[src/rtl/key_conditioner.sv]
// key_conditioner: synchronizes, debounces and edge-detects active-low push buttons,
// and generates an auto-repeat pulse train while a key stays held.
module key_conditioner #(
  parameter int NKEYS = 3,
  parameter int DEBOUNCE_CYCLES = 1000000,
  parameter int REPEAT_DELAY = 25000000,
  parameter int REPEAT_PERIOD = 5000000
) (
  input  logic             clk,
  input  logic             reset,
  input  logic [NKEYS-1:0] key_n,
  output logic [NKEYS-1:0] level,
  output logic [NKEYS-1:0] press,
  output logic [NKEYS-1:0] rel,
  output logic [NKEYS-1:0] rpt
);
  localparam int DW = $clog2(DEBOUNCE_CYCLES + 1);
  localparam int RMAX = (REPEAT_DELAY > REPEAT_PERIOD) ? REPEAT_DELAY : REPEAT_PERIOD;
  localparam int RW = $clog2(RMAX + 1);
  typedef enum logic [1:0] {IDLE, DELAY, REPEAT} rstate_t;
  for (genvar i = 0; i < NKEYS; i++) begin : g_key
    logic s1, s2, lv, pr, rl, rp, done;
    logic [DW-1:0] dcnt;
    logic [RW-1:0] rcnt;
    rstate_t st;
    assign done = (s2 != lv) && (dcnt == DW'(DEBOUNCE_CYCLES - 1));
    assign level[i] = lv;
    assign press[i] = pr;
    assign rel[i] = rl;
    assign rpt[i] = rp;
    // Synchronizer resets to the released state so leaving reset never looks like a press.
    always_ff @(posedge clk or posedge reset)
      if (reset) begin
        s1 <= 1'b0;
        s2 <= 1'b0;
        dcnt <= '0;
        lv <= 1'b0;
        pr <= 1'b0;
        rl <= 1'b0;
      end else begin
        s1 <= ~key_n[i];
        s2 <= s1;
        dcnt <= (s2 == lv || done) ? '0 : dcnt + 1'b1;
        if (done) lv <= s2;
        pr <= done && s2;
        rl <= done && !s2;
      end
    // Repeat timing starts on the same edge that registers the press pulse.
    always_ff @(posedge clk or posedge reset)
      if (reset) begin
        st <= IDLE;
        rcnt <= '0;
        rp <= 1'b0;
      end else begin
        rp <= 1'b0;
        if (done) begin
          st <= s2 ? DELAY : IDLE;
          rcnt <= '0;
        end else if (st == DELAY) begin
          if (rcnt == RW'(REPEAT_DELAY - 1)) begin
            rp <= 1'b1;
            rcnt <= '0;
            st <= REPEAT;
          end else rcnt <= rcnt + 1'b1;
        end else if (st == REPEAT) begin
          if (rcnt == RW'(REPEAT_PERIOD - 1)) begin
            rp <= 1'b1;
            rcnt <= '0;
          end else rcnt <= rcnt + 1'b1;
        end
      end
  end
endmodule

[config.mk]
export PLATFORM = sky130hd
export DESIGN_NAME = key_conditioner
export DESIGN_NICKNAME = d
export VERILOG_FILES = /design/src/rtl/key_conditioner.sv
export SDC_FILE = /design/constraint.sdc
export NUM_CORES = 1
export LEC_CHECK = 0
export ABC_CLOCK_PERIOD_IN_PS = 5400
export CAP_MARGIN = 20
export CORE_UTILIZATION = 57
export DETAILED_ROUTE_END_ITERATION = 16
export PLACE_DENSITY = 0.77
export SLEW_MARGIN = 20
export SYNTH_ARGS = -nofsm -noshare
export SYNTH_HDL_FRONTEND = slang
export SYNTH_SLANG_ARGS = --single-unit
[constraint.sdc]
create_clock -name clk -period 5.4 [get_ports clk]
set_input_delay 1.08 -clock clk [delete_from_list [all_inputs] [get_ports clk]]
set_output_delay 1.08 -clock clk [all_outputs]
set_load 0.01 [all_outputs]
# Word level (Yosys, flattened, before mapping)
# Index checks and enable logic that the tools add are counted.
op_classes:
  n_addsub: 6
  n_eq_ne: 21
  mux: 45
  n_bitwise: 3
  reduce_logical: 27
op_table:
  columns: ["op", "count"]
  rows:
  - ["$mux W25", 15]
  - ["$add A25 B1 Y25 const B", 3]
  - ["$eq A25 B23 Y1 const B", 3]
  - ["$eq A25 B25 Y1 const B", 3]
  - ["$add A20 B1 Y20 const B", 3]
  - ["$eq A20 B20 Y1 const B", 3]
  - ["$mux W20", 3]
  - ["$mux W1", 18]
  - ["$mux W2", 9]
  - ["$reduce_bool A2 Y1", 6]
  - ["$logic_and A1 B1 Y1", 9]
  - ["$reduce_bool A3 Y1", 3]
  - ["$eq A2 B1 Y1 const B", 3]
  - ["$eq A2 B2 Y1 const B", 3]
  - ["$reduce_and A2 Y1", 3]
  - ["$eq A1 B1 Y1", 3]
  - ["$logic_not A1 Y1", 3]
  - ["$logic_or A1 B1 Y1", 3]
  - ["$ne A1 B1 Y1", 3]
  - ["$not A1 Y1", 3]
word_totals:
  reg_bits: 159
  in_bits: 5
  output_inout_bits: 12
  elab_cells: 129

# Longest topological paths before layout
depth:
  depth_word: 5
  depth_mapped: 8
  ltp_nobuf: 6

# Least setup slack after synthesis
# Ideal clock, no wire load.
synth_timing:
  path_type: "register to register"
  startpoint: "reg g_key[0].rcnt[23]"
  endpoint: "reg g_key[0].rcnt[17]"
  setup_ns: 0.134
  t_arrival_ns: 2.286
  required_ns: 5.266
  setup_slack_ns: 2.979
  path_stages_with_launch: 7
  n_path_buf: 1
  synth_period_minus_slack_ns: 2.421
  cell_sequence: "dfrtp_1 > or4_1 > or4_1 > nor4_4 > or3_1 > buf_4 > a21oi_1"
synth_between:
  elab_chain_len: 5
  elab_cells_between_ends: 7
  classes_between: "eq/ne (2); mux (5)"
synth_rtl:
  columns: ["element", "line_no", "text"]
  rows:
  - ["start: declaration", "24", "logic [RW-1:0] rcnt;"]
  - ["start signal: assignment", "64", "end else rcnt <= rcnt + 1'b1;"]
  - ["start signal: assignment", "69", "end else rcnt <= rcnt + 1'b1;"]
  - ["$eq A25 B23 Y1", "66", "if (rcnt == RW'(REPEAT_PERIOD - 1)) begin"]
  - ["$mux W25", "66", null]
  - ["$mux W25", "65", "end else if (st == REPEAT) begin"]
  - ["$mux W25 (*)", "59", "end else if (st == DELAY) begin"]
  - ["$mux W25 (*)", "56", "if (done) begin"]
# Every way passes the cells marked *; elsewhere a longest branch is shown, timed or not. The select of a mux whose other input is x is not followed.
# A chain may end at the register's enable or synchronous reset.

# Worst setup path in the final report
layout_timing:
  startpoint: "reg g_key[0].rcnt[23]"
  endpoint: "reg g_key[0].rcnt[4]"
# The elaborated chain is that of the path after synthesis.

==> impl_metrics.tcl <==
set metrics [dict create \
    crit_family "simple AND/OR/NAND/NOR gates" \
    setup_viol 0 \
    rr_worst_depth 5 \
    pwr-share-clk_pct 46.6 \
    cts_resized 0 \
    synth-seq-cells 159 \
    vias 6925 \
    cts.clk_slew.worst_paths_ns 0.07 \
    ioPinCount 17 \
    area_growth_pct 9.12 \
    dieArea_um2 15100 \
    crit_required_ns 5.68 \
    vdd_drop_max_mv 0.241 \
    final_cell_mix "dfrtp_1 (159), nor2_1 (97), a21oi_1 (71), nand3_1 (65), nand2_1 (61)" \
    period_minus_slack_ns 3.00 \
    seqPwrFrac_pct 51.4 \
    dp.cells 1048 \
    syn_area_per_cell_um2 9.39 \
    grt.overflow.total 0 \
    fp.dieW_um 123 \
    endpoint_kind "flip-flop" \
    cp_max_fo 22 \
    row_count 43 \
    hold_path_class "flip-flop to flip-flop" \
    worst_pin_slew_ns 1.01 \
    cts_tree "yes" \
    ys_async_sr_fraction_pct 100 \
    grt_max_degree 86 \
    maxSlewViolCount 0 \
    syn_area_um2 8350 \
    fin_setup_tns_ns 0 \
    drt_iter0_markers 788 \
    clockBufferDepth 2 \
    cpPeakStageDelay_ns 0.69 \
    grt_setup_unrepaired "false" \
    placed_cell_area_um2 8570 \
    stdcell_area_um2 9110 \
    antennaDiodeCount 0 \
    ctsRootBufferMaster "clkbuf_16" \
    fin_skew_ns 0.00842 \
    grt_usage_pct 25.5 \
    period_share_pct 55.5 \
    routed_wl_um 17800 \
    detailed_place_hpwl_um 11700 \
    timing.fmax_mhz 333 \
    synth_warnings 0 \
    crit_cells 5 \
    cp_common_cell "or4_1" \
    start_util_pct 59.2 \
    postSynthCellCount 889 \
    p_leak_nw 3.62 \
    fin_util_pct 64.6 \
    fin_cells 1080 \
    hold_viol_final 0 \
    worstPathArrival_ns 3.28 \
    critical_path_buf_inv_count 0 \
    worst_setup_path_start_kind "flip-flop" \
    ctsHoldBuffers 0 \
    fillCellCount 1098 \
    antenna_found_initial 0 \
    ant_nets 0 \
    worstHoldPathCells 0 \
    grt_pass1_wl_um 30700 \
    powerDensity_nw_per_um2 258 \
    p_switching_mw 0.548 \
    core_area_um2 14100 \
    crit_type "flip-flop to flip-flop" \
    synthDistinctLibCells 56 \
    dieHeight_um 123 \
    worstSkewPairLatency_ns 0.43 \
    status "finished, final reports clean" \
    p_sw_share_pct 23.3 \
    syn-num-nets 900 \
    synth-edff-count 0 \
    slew_headroom_pct 31.7 \
    comb_power_share_pct 2.0 \
    drtPass1Iterations 5 \
    synth-seq-area-share_pct 47.6 \
    drive_gt1_share_pct 6.00 \
    postCtsSetupRepairBufs 0 \
    routabilityCongestion 0.870 \
    clock_sinks 159 \
    wl_per_cell_um 16.4 \
    htreeDepth 4 \
    path_cells "or4_1 -> or4_1 -> nor4_4 -> or3_1 -> a21oi_1" \
    p_int_mw 1.80 \
    cts_made_buffers 17 \
    grt_pass1_vias 6691 \
    power.total_mw 2.35 \
    slowest_stage "or3_1" \
    synth_ff_type "dfrtp_1" \
    nets 898 \
    viasPerCell 6.41 \
    final_common_cell "dfrtp_1" \
    maxCapViolCount 0 \
    placement.io_buffers 16 \
    remaining_drc_errors 0 \
]
==> cells by family (layout without fill, tap and decap cells) <==
group / count (synthesis) / after routing / share of synthesized area, %
buffers and inverters: 61 / 72 / 3.46
flip-flops: 159 / 159 / 47.6
adder cells (fa/ha/maj): 6 / 6 / 0.899
AND/OR/NAND/NOR: 440 / 440 / 29.5
multiplexers: 3 / 3 / 0.405
AO/OA/AOI/OAI: 156 / 156 / 11.3
XOR/XNOR: 64 / 64 / 6.71
==> Yosys cell counts (14+ instances only) <==
cell	n	area share, %
clkbuf_1	25	1.1
nand2_1	61	2.7
buf_4	14	1.3
nor3_1	17	1.0
dfrtp_1	159	48
nand3_1	65	3.9
and3_1	19	1.4
a21oi_1	72	4.3
o21ai_0	27	1.6
or4_1	48	4.3
nor2_1	97	4.4
nand4_1	33	2.5
o31ai_1	40	3.6
xor2_1	31	3.3
inv_1	19	0.85
or3_1	26	1.9
xnor2_1	33	3.5
==> state kept, by name (all words and copies together), names as in the netlist <==
register	cells
g_key.dcnt	60
g_key.lv	3
g_key.pr	3
g_key.rcnt	75
g_key.rl	3
g_key.rp	3
g_key.s1	3
g_key.s2	3
g_key.st	6
==> worst reg2reg max path: stages (launching register included) <==
cell     delay [ns]
dfrtp_1        0.42
or4_1          0.52
or4_1          0.63
nor4_4         0.48
or3_1          0.69
a21oi_1        0.12
==> power groups by stage <==
stage | combinational (mW) | clock [mW] | sequential, mW
2_1_floorplan | 0.0334 | 0 | 1.23
3_3_place_gp | 0.0462 | 0 | 1.23
3_5_place_dp | 0.0487 | 0 | 1.23
4_1_cts | 0.0490 | 1.12 | 1.21
5_1_grt | 0.0555 | 1.16 | 1.21
6_report | 0.0465 | 1.09 | 1.21
==> final cells by class <==
type / instances / area (µm²) / area share [%]
multi-input cells: 669 / 4090 / 44.9
repair buffers: 21 / 198 / 2.17
well taps: 180 / 225 / 2.47
inverters: 19 / 76.3 / 0.838
clock inverters: 15 / 116 / 1.28
flip-flops and latches: 159 / 3980 / 43.7
clock buffers: 17 / 425 / 4.67
==> worst paths after layout <==
path / startpoint / endpoint / slack, ns
min in group asynchronous: reset / g_key[1].rcnt[6] / 1.18
max reg2reg: g_key[0].rcnt[23] / g_key[0].rcnt[4] / 2.40
min: g_key[0].s1 / g_key[0].s2 / 0.35
max in group asynchronous: reset / g_key[1].dcnt[1] / 3.19
min reg2reg: g_key[0].s1 / g_key[0].s2 / 0.35
max: g_key[0].rcnt[23] / g_key[0].rcnt[4] / 2.40
==> metrics by stage <==
stage          hold slack (ns)  setup slack (ns)
4_1_cts                  0.356              2.41
2_1_floorplan            0.331            0.0284
6_report                 0.353              2.40
3_3_place_gp             0.334              2.53
3_5_place_dp             0.341              2.41
5_1_grt                  0.357              2.16
==> routing by layer <==
metal  track usage [%]  up-vias  share of wire [%]
met5                 0        -                  0
met4              10.4        0                1.7
met3              5.21       41                4.8
met2              42.0      219                 49
met1              33.1     3389                 45
li1                  -     3276                  -
Note: power is estimated with default switching activity, not from simulation.
==> RTL edit, RTL diff (same flow settings) <==
Set the parameter `REPEAT_PERIOD` to 2500000 (it was 5000000).
--- a/src/rtl/key_conditioner.sv
+++ b/src/rtl/key_conditioner.sv
@@ -5,5 +5,5 @@
   parameter int DEBOUNCE_CYCLES = 1000000,
   parameter int REPEAT_DELAY = 25000000,
-  parameter int REPEAT_PERIOD = 5000000
+  parameter int REPEAT_PERIOD = 2500000
 ) (
   input  logic             clk,
Function: no difference found for any inputs over 10 cycles, from zero or initial values and one cycle with reset high; that may be too few to reach the edited logic, so the function may still have changed.
==> RTL edit against the original RTL <==
Global-route usage is 1.9 points lower. Fmax is 3.7% higher. Cell area is 0.34% higher. Area after synthesis is 1.2% lower. Worst setup slack better by 0.11 ns. Wire length is 9.0% lower. Sequential cell count stayed put. Clock skew is 0.0020 ns lower. Total power is 11% higher. Count of clock-buffer cells in the layout is 4 higher. Critical endpoint is now g_key[1].rcnt[21]. Largest power group is now clock.
==> RTL edit: results (changes against the original RTL) <==
GRT
  • Global-route wire length before repair: 28,000 microns (-9.0%)
  • Number of global-route vias before repair: 6,110 (-8.7%)
  • Gr usage total: 23.7% (-1.9 points)
  • Pin count of the biggest net entering global routing: 109 (+27%)
  • Initial antenna violation count: 0 (unchanged)

Logic synthesis
  • Syn Inst Count: 870 (-2.1%)
  • Seq/Total Area, Yosys: 48.2% (+0.58 points)
  • Syn. warnings: 0 (unchanged)
  • Commonest cells in the netlist: dfrtp_1, nor2_1, xnor2_1, nand2_1, nand3_1
  • Synth cell types: 58 (+3.6%)
  • Synth area leaders: dfrtp_1, xnor2_1, nor2_1
  • Post-synth ARST share: 100% (unchanged)

Placement
  • Placed Cells: 1,029 (-1.8%)
  • DP Wirelength: 10,500 microns (-10%)
  • Area after DPL: 0.00847 sq mm (-1.1%)
  • PortBufs: 16 (unchanged)
  • Final Wtd Congestion: 0.827 (-5.0%)

Detailed routing
  • 1st-iter DRT viols: 465 (-41%)
  • Routed Antenna Nets: 0 (unchanged)
  • Drt total wl: 16,200 microns (-9.0%)
  • Vias: 6,188 (-11%)
  • WL per Instance: 15.3 microns (-7.3%)
  • Drt pass-1 iters: 5 (unchanged)

Layout
  • Filler Cells Inserted: 1,113 (+1.4%)
  • Final nets: 879 (-2.1%)
  • Largest register FFs: 75 (unchanged)
  • Final antenna diode count: 0 (unchanged)
  • Share of cells above drive strength 1: 7.16% (+1.2 points)
  • Largest regs: g_key.rcnt x75, g_key.dcnt x60, g_key.st x6

Critical path
  • Flop2flop setup slack: 2.51 ns (+0.11 ns)
  • CP Max Fanout: 22 (unchanged)
  • R2R depth: 7 (+2)
  • Arrival @ worst endpoint: 3.17 ns (-0.11 ns)
  • CP endpoint: g_key[1].rcnt[21]
  • Crit path launch: g_key[1].rcnt[0]

Clock network
  • Resized cells post-CTS: 0 (unchanged)
  • Worst-path clk slew: 0.06 ns
  • CTS Buf Count: 17 (unchanged)
  • Post-CTS Setup Inserts: 0 (unchanged)
  • Worst-Skew Late Latency: 0.43 ns (about the same)
  • Root Buffer: clkbuf_16
  • Max Root-Sink Buffers: 2 (unchanged)
  • H-tree Lvls: 4 (unchanged)

Outcome
  • Run status: completed

STA
  • Clock skew: 0.00644 ns (-0.00198 ns)
  • Setup tns final: 0 ns (unchanged)
  • Relative slew slack: 29.3% (-2.4 points)
  • Setup violations, final: 0 (unchanged)

Power
  • Leakage Power: 3.83 nW (+6.0%)
  • Total power: 2.61 mW (+11%)
  • Peak supply drop: 297 uV (+24%)

Min path
  • Hold Path Class: reg -> reg
## RTL edit: power breakdown
group / internal [mW] / total, mW / switching [mW]
clock network: 0.888 / 1.36 / 0.472
logic: 0.0105 / 0.0451 / 0.0346
registers: 1.20 / 1.21 / 0.00802
total: 2.10 / 2.61 / 0.514
## RTL edit: critical path, cell delays in order, from the launching register on
cell	delay, ns
dfrtp_1	0.40
ha_1	0.20
nand3_1	0.44
nand2b_1	0.31
or4_1	0.48
nor2b_1	0.18
nand2_1	0.60
nor2_1	0.13
## RTL edit: through the flow
step / setup WS [ns] / hold WS [ns]
after CTS: 2.51 / 0.350
after global placement: 2.61 / 0.338
final: 2.51 / 0.347
after global routing: 2.30 / 0.365
after detailed placement: 2.51 / 0.336
after floorplan: 0.0284 / 0.331
## RTL edit: cell type report
class                      instances  area (sq um)  area share, %
timing repair buffer              21           198           2.16
clock inverter                    10           209           2.29
inverter                          25          98.8           1.08
multi-input combinational        644          3970           43.5
tap                              180           225           2.46
sequential                       159          3980           43.5
clock buffer                      21           460           5.04
## RTL edit: layer usage
metal,GRT usage [%],vias up,part of all wire [%]
met1,29.5,3030,45
li1,-,3021,-
met5,0,-,0
met2,40.4,117,51
met4,8.38,0,1.2
met3,5.16,20,3.2
## RTL edit: how the worst min path moves through the flow
stage / from / to / slack, ns / cells past startpoint
5_1_grt: g_key[1].s1 / g_key[1].s2 / 0.37 / 0
3_3_place_gp: g_key[1].s1 / g_key[1].s2 / 0.34 / 0
4_1_cts: g_key[1].s1 / g_key[1].s2 / 0.35 / 0
3_5_place_dp: g_key[1].s1 / g_key[1].s2 / 0.34 / 0
6_report: g_key[1].s1 / g_key[1].s2 / 0.35 / 0
2_1_floorplan: g_key[0].s1 / g_key[0].s2 / 0.33 / 0
## RTL edit: kinds of logic (layout without fill, tap and decap cells)
family	after synthesis	in the layout	synth area share [%]
buffers and inverters	67	77	3.76
AOI/OAI and AO/OA	68	68	5.14
DFF	159	159	48.2
muxes	3	3	0.394
adders and majority gates	6	6	0.910
and+or+nand+nor	459	459	30.1
xor gates and xnor gates	108	108	11.5
